==> src/rtl/fetch_ctrl.sv <==
// Instruction fetch sequencer: owns the PC, reads the combinational instruction
// memory and loads an IF/ID register under a valid/ready handshake.
module fetch_ctrl #(
  parameter logic [11:0] RESET_PC = 12'h000,
  parameter int          CNT_W    = 16
) (
  input  logic             clk,
  input  logic             reset,
  output logic [11:0]      imem_addr,
  input  logic [31:0]      imem_data,
  input  logic             redirect_valid,
  input  logic [11:0]      redirect_target,
  input  logic             id_ready,
  output logic             id_valid,
  output logic [31:0]      id_instr,
  output logic [11:0]      id_pc,
  output logic [11:0]      id_pc4,
  output logic             halted,
  output logic [11:0]      fault_pc,
  output logic [CNT_W-1:0] fetch_count
);

  typedef enum logic {RUN, FAULT} state_t;

  state_t           state, state_nxt;
  logic [11:0]      pc, pc_nxt;
  logic             id_valid_nxt;
  logic [31:0]      id_instr_nxt;
  logic [11:0]      id_pc_nxt, id_pc4_nxt, fault_pc_nxt;
  logic [CNT_W-1:0] fetch_count_nxt;
  logic             fire;

  // A stalled IF/ID entry is only replaced once decode takes it.
  assign fire      = !id_valid || id_ready;
  assign imem_addr = pc;
  assign halted    = (state == FAULT);

  always_comb begin
    // NOTE: every next-value gets a hold default first, so no path can infer a latch.
    state_nxt       = state;
    pc_nxt          = pc;
    id_valid_nxt    = id_valid;
    id_instr_nxt    = id_instr;
    id_pc_nxt       = id_pc;
    id_pc4_nxt      = id_pc4;
    fault_pc_nxt    = fault_pc;
    fetch_count_nxt = fetch_count;

    case (state)
      RUN: begin
        if (redirect_valid) begin
          // A redirect kills IF/ID even while decode is stalling.
          id_valid_nxt = 1'b0;
          if (redirect_target[1:0] == 2'b00) begin
            pc_nxt = redirect_target;
          end else begin
            state_nxt    = FAULT;
            fault_pc_nxt = redirect_target;
          end
        end else if (fire) begin
          id_instr_nxt    = imem_data;
          id_pc_nxt       = pc;
          id_pc4_nxt      = pc + 12'd4;
          id_valid_nxt    = 1'b1;
          pc_nxt          = pc + 12'd4;
          fetch_count_nxt = fetch_count + CNT_W'(1);
        end
      end
      FAULT: begin
        // Sticky until reset; redirects are ignored.
      end
      default: state_nxt = FAULT;
    endcase
  end

  // NOTE: state registers use non-blocking assignments so all update together at the edge.
  always_ff @(posedge clk or posedge reset) begin
    if (reset) begin
      state       <= RUN;
      pc          <= RESET_PC;
      id_valid    <= 1'b0;
      id_instr    <= '0;
      id_pc       <= '0;
      id_pc4      <= '0;
      fault_pc    <= '0;
      fetch_count <= '0;
    end else begin
      state       <= state_nxt;
      pc          <= pc_nxt;
      id_valid    <= id_valid_nxt;
      id_instr    <= id_instr_nxt;
      id_pc       <= id_pc_nxt;
      id_pc4      <= id_pc4_nxt;
      fault_pc    <= fault_pc_nxt;
      fetch_count <= fetch_count_nxt;
    end
  end

endmodule

==> config.mk <==
export PLATFORM = sky130hd
export DESIGN_NAME = fetch_ctrl
export DESIGN_NICKNAME = d
export VERILOG_FILES = /design/src/rtl/fetch_ctrl.sv
export SDC_FILE = /design/constraint.sdc
export NUM_CORES = 1
export LEC_CHECK = 0
export CAP_MARGIN = 30
export CORE_ASPECT_RATIO = 0.5
export CORE_MARGIN = 4
export CORE_UTILIZATION = 30
export CTS_CLUSTER_SIZE = 14
export DETAILED_ROUTE_END_ITERATION = 16
export GPL_ROUTABILITY_DRIVEN = 0
export PLACE_DENSITY = 0.66
export SLEW_MARGIN = 20
export SYNTH_ARGS = -nofsm -noshare
export SYNTH_HDL_FRONTEND = slang
export SYNTH_SLANG_ARGS = --single-unit
==> constraint.sdc <==
create_clock -name clk -period 9.6 [get_ports clk]
set_clock_uncertainty 0.2 [all_clocks]
set_input_delay 2.88 -clock clk [delete_from_list [all_inputs] [get_ports clk]]
set_output_delay 2.88 -clock clk [all_outputs]
set_load 0.01 [all_outputs]
Yosys cells after proc, flatten, opt, wreduce, memory -nomap -nowiden
Index checks and enable logic that the tools add are counted.

word-level totals
  register bits = 98
  bits of input ports = 48
  output and inout port bits = 98
  logic and storage cells = 30

operators by class
  $add $sub $neg = 2
  equality and inequality tests = 1
  muxes and demuxes = 8
  bitwise logic cells = 3
  reduce and logical (&&, ||, !) cells = 8

operators by type and width
  operator                 number
  $mux W12                 3
  $add A16 B1 Y16 const B  1
  $add A12 B3 Y12 const B  1
  $reduce_and A3 Y1        3
  $mux W1                  5
  $not A1 Y1               3
  $logic_not A2 Y1         1
  $ne A2 B1 Y1 const B     1
  $reduce_and A2 Y1        1
  $reduce_bool A2 Y1       1
  $logic_not A1 Y1         1
  $logic_or A1 B1 Y1       1

Longest topological paths before layout
Gate-level depths: netlist of run 1.

  depth after elaboration = 4
  mapped depth = 6
  gate-level depth less buffers = 5

Worst setup path after synthesis of run 1
No wires, ideal clock.

  path kind = input to register
  from = input redirect_valid
  to = register fetch_count[7]
  setup time = 0.079 ns
  arrival time = 3.858 ns
  required time = 9.321 ns
  slack = 5.463 ns
  stages on the path = 4
  buffers on the path = 0
  path through = or2_4 nor4_4 and4_1 xor2_1

on the way
  word-level cells in the longest chain between the ends = 2

RTL lines
  item                                RTL line  source
  start: declaration                  11        input logic redirect_valid,
  $not A1 Y1 (no source line)         --
  $reduce_and A3 Y1 (no source line)  --
  end signal: assignment              95        fetch_count <= fetch_count_nxt;
  end: declaration                    20        output logic [CNT_W-1:0] fetch_count

Every way passes these cells.
A chain may end at the register's enable or synchronous reset.

Worst setup path after layout of run 1
  from = input redirect_valid
  to = register fetch_count[2]

The elaborated chain is that of the path after synthesis.

==> reports/results.ini, run 1 <==
[global_routing]
overflow=0
antenna_found_initial=0
grt_pass1_wl_um=17900
grt_pass1_vias=3298
grt_max_degree=76
grt_usage_pct=14.4

[final_layout]
antennaDiodeCount=0
final_nets=592
mostFrequentLayoutCells=nand2_1, clkdlybuf4s50_1, dfrtp_1
layout-drive-gt1-share_pct=7.13
final_common_cell=nand2_1
n_fill_cell=1193
syn2layout_area_growth_pct=48.1

[synthesis]
ys_ff_latch=96
synth_top_area_share_pct=59.7
avgSynthCellArea_um2=9.96
synth-seq-area-share_pct=59.7
synth_enable_flop_cells=0
ys_types=39
synth-warning-count=0
synth_ff_type=dfrtp_1
ys_top_cells_by_area=dfrtp_1, nand2_1, xnor2_1
netlist_instances=404
syn-num-nets=454
synthArstFlopShare_pct=100
syn_area_um2=4020
synth_top_area_cell=dfrtp_1

[job]
cap_violations=0

[cts]
clk_pin_slew_worst_paths_ns=0.07
cts_tree=done
h-tree-depth=3
cts_setup_buffers=0
numCtsBuffers=9
cts_sinks=96
post_cts_resized=0
clock-root-buffer=clkbuf_16
cts_hold_buffers=0
insertion_delay_ns=0.34
cts_buffer_depth=2

[setup_path]
path_max_fanout=41
r2r_slack_ns=7.47
cp.required_ns=9.62
timing.rr.start=halted
reg2reg_depth=5
cp-end-kind=flip-flop
r2r-end=fetch_count[2]
criticalPathCategory=input pin to flip-flop
cp.arrival_ns=5.19
slowest_stage=clkdlybuf4s50_1
cp-start-kind=input pin
max_stage_delay_ns=0.80
worstPathCellList=clkdlybuf4s50_1 > or2_4 > nor2_4 > buf_4 > nand2_1 > xnor2_1

[power]
power.leakage_uw=0.00272
pwr_density_cell_nw_per_um2=186
ir_drop_v=0.0000805
total_power_uw=1110

[timing]
final.period_utilization_pct=53.9
whs_ns=0.270
worstMarginPinSlew_ns=0.885
grt_setup_unrepaired=no
slew_viol_final=0
slew_headroom_pct=41.0
max_freq_mhz=193
post-route-min-period_ns=5.17
tns_ns=0
hold_viol=0
setup_viol=0

[floorplan]
core_area_um2=12900
initial_utilization_pct=31.2
ios=146
die_area_um2=15400
die_w_um=172
row_count=29
fp.dieH_um=89.9

[drt]
via_per_inst=4.45
ant_nets=0
wire_per_inst_um=15.1
route.detailed.drc=0
dr.pass1.iters=4
vias=3190
routed_wl_um=10800
first_iter_violations=183

[hold_path]
min_path_cells=1
min_to=fetch_count[15]
hp-start=fetch_count[15]
hold_class=flip-flop to flip-flop

[placed_design]
place_hpwl_um=7750
port_buffers=145

[outcome]
status=completed

==> state kept, by name (all words and copies together) (netlist names) <==
register     cells
fault_pc        12
fetch_count     16
halted           1
id_instr        32
id_pc           12
id_pc4          10
id_valid         1
imem_addr       12
==> per-layer routing <==
layer | up-vias | global-route usage, % | routed length [µm] | part of all wire, %
li1 | 1593 | - | - | -
met2 | 53 | 24.9 | 5580 | 52
met5 | - | 0 | 0 | 0
met3 | 14 | 3.33 | 381 | 3.5
met4 | 0 | 3.66 | 156 | 1.4
met1 | 1530 | 18.3 | 4710 | 43
==> kinds of logic (layout without fill, tap and decap cells) <==
| group | count (synthesis) | in the layout | synth area share, % |
|---|---|---|---|
| buf+inv | 26 | 169 | 2.80 |
| mux | 13 | 13 | 3.61 |
| simple gates | 211 | 211 | 23.5 |
| xor+xnor | 21 | 21 | 4.57 |
| compound gates | 35 | 35 | 5.22 |
| flops | 96 | 96 | 59.7 |
| fa+ha+maj | 2 | 2 | 0.622 |
==> Yosys cell counts, types with 2 or more instances <==
master,count
a21oi_1,7
ha_1,2
xnor2_1,16
nand2b_1,2
nand4_1,4
buf_4,2
and2_1,2
and4_1,4
o21ai_0,16
a22oi_1,3
nor2_1,10
dfrtp_1,96
nand3_1,13
xor2_1,5
and3_1,7
nand2_1,156
o2bb2ai_1,2
mux2_2,12
nor2b_1,4
clkbuf_1,14
buf_2,6
inv_1,4
==> report_power, final <==
group / switching (µW) / internal, µW
clock network: 157 / 210
registers: 41.4 / 460
logic: 98.2 / 140
==> layout make-up <==
cell class                 instances  area, µm²  share of cell area [%]
inverter                           4       17.5                   0.294
sequential                        96       2400                    40.3
multi-input combinational        282       1520                    25.5
clock buffer                      10        239                    4.01
tap                              170        213                    3.57
clock inverter                     6       66.3                    1.11
timing repair buffer             149       1500                    25.2
==> stage by stage <==
step	util [%]	area, µm²	cells	worst slack [ns]
floorplan	-	4020	404	4.01
global placement	43.6	5620	699	3.88
detailed placement	43.6	5620	699	3.92
CTS	46.0	5930	715	4.29
global route	46.3	5960	717	4.23
finish	46.3	5960	717	4.43
==> worst max-delay path, delay by kind of cell <==
kind / cells / cell delay, ns
buffers and inverters: 2 / 1.26
and+or+nand+nor: 3 / 0.90
xor gates and xnor gates: 1 / 0.14
==> how the worst max path moves through the flow <==
| stage | depth (start not counted) | slack [ns] | startpoint | to |
|---|---|---|---|---|
| after floorplan | 1 | 4.01 | reset | fault_pc[0] |
| after global placement | 5 | 3.88 | redirect_valid | id_pc4[11] |
| after detailed placement | 4 | 3.92 | redirect_valid | fault_pc[7] |
| after CTS | 4 | 4.29 | redirect_valid | fault_pc[7] |
| after global routing | 6 | 4.23 | redirect_valid | id_pc4[2] |
| final | 6 | 4.43 | redirect_valid | fetch_count[2] |
Power figures use the tool's default switching activity.
==> run 2: changes to the inputs <==
- clock period: 9.6 -> 5 ns (I/O delays scaled with it)
==> reports/results.ini, run 2 (synthesis gave the netlist of run 1 again) <==
[final_layout]
largest_reg_flops=32  ; unchanged
antennaDiodeCount=0  ; unchanged
final_nets=593  ; +0.17%
top_regs=id_instr (32), fetch_count (16)
multiInputGateArea_um2=1520  ; -0.33%
final_common_cell=nand2_1
n_fill_cell=1205  ; +1.0%
final-seq-area_um2=2400  ; unchanged
layout-drive-gt1-share_pct=6.75  ; -0.38 points
top_register=id_instr
syn2layout_area_growth_pct=48.3  ; about the same
mostFrequentLayoutCells=nand2_1, clkdlybuf4s50_1, dfrtp_1

[floorplan]
die_w_um=172  ; unchanged
core_area_um2=12900  ; unchanged
initial_utilization_pct=31.2  ; unchanged
fp.dieH_um=89.9  ; unchanged
row_count=29  ; unchanged
ios=146  ; unchanged
die_area_um2=15400  ; unchanged

[setup_path]
cp.required_ns=5.07  ; -4.55 ns
path_max_fanout=33  ; -20%
criticalPathCategory=input pin to flip-flop
cp-end-kind=flip-flop
timing.rr.start=halted
r2r-end=id_instr[10]
cp.arrival_ns=3.57  ; -1.62 ns
reg2reg_depth=5  ; unchanged
cp-start-kind=input pin
r2r_slack_ns=2.80  ; -4.67 ns

[cts]
cts_buffer_depth=2  ; unchanged
cts_tree=done
cts_hold_buffers=0  ; unchanged
post_cts_resized=0  ; unchanged
cts_sinks=96  ; unchanged
clock-root-buffer=clkbuf_16
h-tree-depth=3  ; unchanged
insertion_delay_ns=0.34  ; about the same
cts_setup_buffers=0  ; unchanged
clk_pin_slew_worst_paths_ns=0.06  ; about the same
numCtsBuffers=9  ; unchanged

[job]
cap_violations=0  ; unchanged

[placed_design]
port_buffers=145  ; unchanged
place_hpwl_um=8000  ; +3.3%
dp_slack_ns=1.13  ; -2.79 ns

[global_routing]
overflow=0  ; unchanged
antenna_found_initial=0  ; unchanged
grt_max_degree=55  ; -28%
grt_pass1_wl_um=17900  ; +0.16%
grt_usage_pct=14.5  ; +0.076 points
grt_pass1_vias=3303  ; +0.15%

[timing]
slew_headroom_pct=36.2  ; -4.8 points
worstMarginPinSlew_ns=0.957  ; +0.0715 ns
tns_ns=0  ; unchanged
final.period_utilization_pct=69.9
grt_setup_unrepaired=no
fin_ws_ns=1.50  ; -2.92 ns
hold_viol=0  ; unchanged
post-route-min-period_ns=3.50
max_freq_mhz=286
setup_viol=0  ; unchanged
slew_viol_final=0  ; unchanged

[power]
power_frac_comb_pct=21.2  ; -0.4 points
power.leakage_uw=0.00272  ; about the same
p_switching_uw=551  ; +86%
p_int_uw=1600  ; +98%
pwr_density_cell_nw_per_um2=361  ; +95%
pwr-share-seq_pct=44.7  ; -0.6 points
switching_share_pct=25.6  ; -1.3 points
ir_drop_v=0.000148  ; +84%
clockPowerShare_pct=34.1  ; +0.9 points

[drt]
routed_wl_um=10900  ; +1.0%
wire_per_inst_um=15.2  ; +0.89%
wl_met2_um=5520  ; -1.2%
routed.top_layer=met4
wl_met1_um=4920  ; +4.3%
ant_nets=0  ; unchanged
via_per_inst=4.49  ; +0.86%
dr.pass1.iters=4  ; unchanged
vias=3222  ; +1.0%
first_iter_violations=188  ; +2.7%
wl_met3_um=439  ; +15%
route.detailed.drc=0  ; unchanged

[hold_path]
hold_class=flip-flop to flip-flop
min_to=id_pc[2]
min_path_cells=2  ; +1
hp-start=id_pc[2]

[outcome]
status=completed

[run 2: through the flow]
step	utilization (%)	cells	instance area (µm²)	hold slack (ns)	power, µW
2_1_floorplan	-	404	4020	0.308	1130
3_3_place_gp	43.9	702	5650	0.258	1430
3_5_place_dp	43.9	702	5650	0.261	1440
4_1_cts	46.3	718	5970	0.278	2190
5_1_grt	46.3	718	5970	0.288	2260
6_report	46.3	718	5970	0.274	2150
[run 2: worst max path at each step]
stage,startpoint,endpoint,slack [ns]
final,redirect_valid,id_instr[10],1.50
after global routing,redirect_valid,id_instr[12],1.36
after CTS,redirect_valid,id_instr[24],1.49
after detailed placement,redirect_valid,id_instr[24],1.13
after global placement,redirect_valid,id_instr[12],1.17
after floorplan,reset,fault_pc[0],0.79
[run 2: area by class of cell]
type / count / area share, %
Clock buffer: 13 / 4.19
Clock inverter: 3 / 1.09
Inverter: 4 / 0.294
Multi-Input combinational cell: 282 / 25.4
Sequential cell: 96 / 40.3
Tap cell: 170 / 3.57
Timing Repair Buffer: 150 / 25.2
[run 2: worst max-delay path, cell delays in order]
cell	delay [ns]
clkdlybuf4s50_1	0.39
buf_4	0.21
or2_4	0.31
nor2_4	0.63
buf_4	0.37
nand2_1	0.08
nand2_1	0.07
[run 2: power by group through the flow]
stage	Sequential, µW	Combinational (µW)	Clock (µW)
floorplan	1010	121	0
global placement	975	460	0
detailed placement	979	465	0
CTS	965	466	757
global route	980	494	790
finish	964	456	735
[run 2: metal layers]
| layer | GRT usage, % | vias up |
|---|---|---|
| met1 | 19.1 | 1562 |
| met2 | 24.4 | 63 |
| met3 | 3.59 | 4 |
| met5 | 0 | - |
| met4 | 2.94 | 0 |
| li1 | - | 1593 |
==> run 3: changes to the inputs <==
- PLACE_DENSITY: 0.66 -> 0.68
- clock period: 5 -> 3.2 ns (I/O delays scaled with it)
==> reports/results.ini, run 3 (synthesis gave the netlist of run 1 again) <==
[cts]
cts_setup_buffers=0  ; unchanged
cts_buffer_depth=2  ; unchanged
post_cts_resized=0  ; unchanged
cts_hold_buffers=0  ; unchanged
insertion_delay_ns=0.33  ; about the same
numCtsBuffers=9  ; unchanged
clk_pin_slew_worst_paths_ns=0.06  ; about the same
cts_tree=done
cts_sinks=96  ; unchanged
clock-root-buffer=clkbuf_16
h-tree-depth=3  ; unchanged

[timing]
post-route-min-period_ns=2.65
slew_headroom_pct=44.3  ; +8.0 points
grt_setup_unrepaired=no
worstMarginPinSlew_ns=0.836  ; -0.121 ns
tns_ns=0  ; unchanged
setup_viol=0  ; unchanged
max_freq_mhz=377
slew_viol_final=0  ; unchanged
whs_ns=0.273  ; -0.00121 ns
hold_viol=0  ; unchanged
final.period_utilization_pct=82.9

[drt]
dr.pass1.iters=4  ; unchanged
vias=3247  ; +0.78%
ant_nets=0  ; unchanged
route.detailed.drc=0  ; unchanged
first_iter_violations=132  ; -30%
routed_wl_um=10700  ; -1.9%
wire_per_inst_um=14.9  ; -2.4%
via_per_inst=4.50  ; +0.22%

[final_layout]
layout-drive-gt1-share_pct=7.43  ; +0.68 points
top_register=id_instr
final-seq-area_um2=2400  ; unchanged
final_nets=597  ; +0.67%
final_common_cell=nand2_1
largest_reg_flops=32  ; unchanged
layoutNonFillerInstCount=722  ; +0.56%
mostFrequentLayoutCells=nand2_1, clkdlybuf4s50_1, dfrtp_1
antennaDiodeCount=0  ; unchanged
top_regs=id_instr (32), fetch_count (16)
n_fill_cell=1207  ; +0.17%
multiInputGateArea_um2=1520  ; unchanged
syn2layout_area_growth_pct=48.2  ; about the same

[power]
power_frac_comb_pct=22.4  ; +1.2 points
total_power_uw=3210  ; +49%
power.leakage_uw=0.00271  ; -0.22%
pwr_density_cell_nw_per_um2=538  ; +49%
pwr-share-seq_pct=46.8  ; +2.1 points
p_int_uw=2350  ; +46%
ir_drop_v=0.000257  ; +73%
clockPowerShare_pct=30.8  ; -3.3 points
switching_share_pct=26.8  ; +1.2 points
p_switching_uw=860  ; +56%

[setup_path]
reg2reg_depth=5  ; unchanged
cp_top_family=buffers and inverters
path_max_fanout=10  ; -70%
crit_cells=1  ; -6
cp.arrival_ns=1.49  ; -2.08 ns
criticalPathCategory=flip-flop to output port
slowest_stage=clkdlybuf4s50_1
worstPathCellList=clkdlybuf4s50_1
cp-start-kind=flip-flop
cp.required_ns=2.04  ; -3.03 ns
max_stage_delay_ns=0.62  ; about the same
cp-end-kind=output port
path_buf_inv=1  ; -2

[job]
cap_violations=0  ; unchanged

[placed_design]
dp.cells=706  ; +0.57%
port_buffers=145  ; unchanged
place_hpwl_um=7990  ; -0.21%

[floorplan]
row_count=29  ; unchanged
die_area_um2=15400  ; unchanged
ios=146  ; unchanged
core_area_um2=12900  ; unchanged
initial_utilization_pct=31.2  ; unchanged
fp.dieH_um=89.9  ; unchanged
die_w_um=172  ; unchanged

[global_routing]
grt_pass1_vias=3290  ; -0.39%
grt_pass1_wl_um=17600  ; -2.1%
overflow=0  ; unchanged
antenna_found_initial=0  ; unchanged
grt_usage_pct=14.1  ; -0.37 points
grt_max_degree=59  ; +7.3%

[outcome]
status=completed

[hold_path]
hold_class=flip-flop to flip-flop
min_path_cells=2  ; unchanged

run 3: routing by layer:
layer | global-route usage, % | routed length, µm
met1 | 17.9 | 4640
met2 | 24.3 | 5520
met3 | 3.33 | 410
met4 | 3.60 | 165
met5 | 0 | 0
run 3: worst paths after layout:
| check | start | to | slack [ns] |
|---|---|---|---|
| max in group asynchronous | reset | id_instr[6] | 1.46 |
| max reg2reg | imem_addr[2] | id_pc4[8] | 1.21 |
| min | id_instr[19] | id_instr[19] | 0.27 |
| max | imem_addr[6] | imem_addr[6] | 0.55 |
| min reg2reg | id_instr[19] | id_instr[19] | 0.27 |
| min in group asynchronous | reset | id_instr[25] | 0.69 |
run 3: power by group through the flow:
stage	clock network (µW)	registers (µW)	logic, µW
6_report	988	1500	717
4_1_cts	1010	1500	735
3_3_place_gp	0	1520	721
5_1_grt	1070	1530	777
3_5_place_dp	0	1530	731
2_1_floorplan	0	1580	189
run 3: worst reg2reg max path, stage by stage (launching register included):
cell	delay, ns
dfrtp_1	0.49
ha_1	0.31
and3_1	0.33
and3_1	0.25
xnor2_1	0.17
o21ai_0	0.11
run 3: layout make-up:
class,count,area share (%)
multi-input cells,282,25.4
inverters,4,0.315
repair buffers,154,25.9
clock buffers,13,4.20
clock inverters,3,0.294
flip-flops and latches,96,40.3
well taps,170,3.57
run 3: metrics by stage:
stage	utilization, %	setup WS, ns	cell area, µm²
6_report	46.3	0.549	5960
5_1_grt	46.3	0.473	5960
4_1_cts	46.3	0.530	5960
3_5_place_dp	44.2	0.298	5690
3_3_place_gp	44.2	0.337	5690
2_1_floorplan	-	0.906	4030
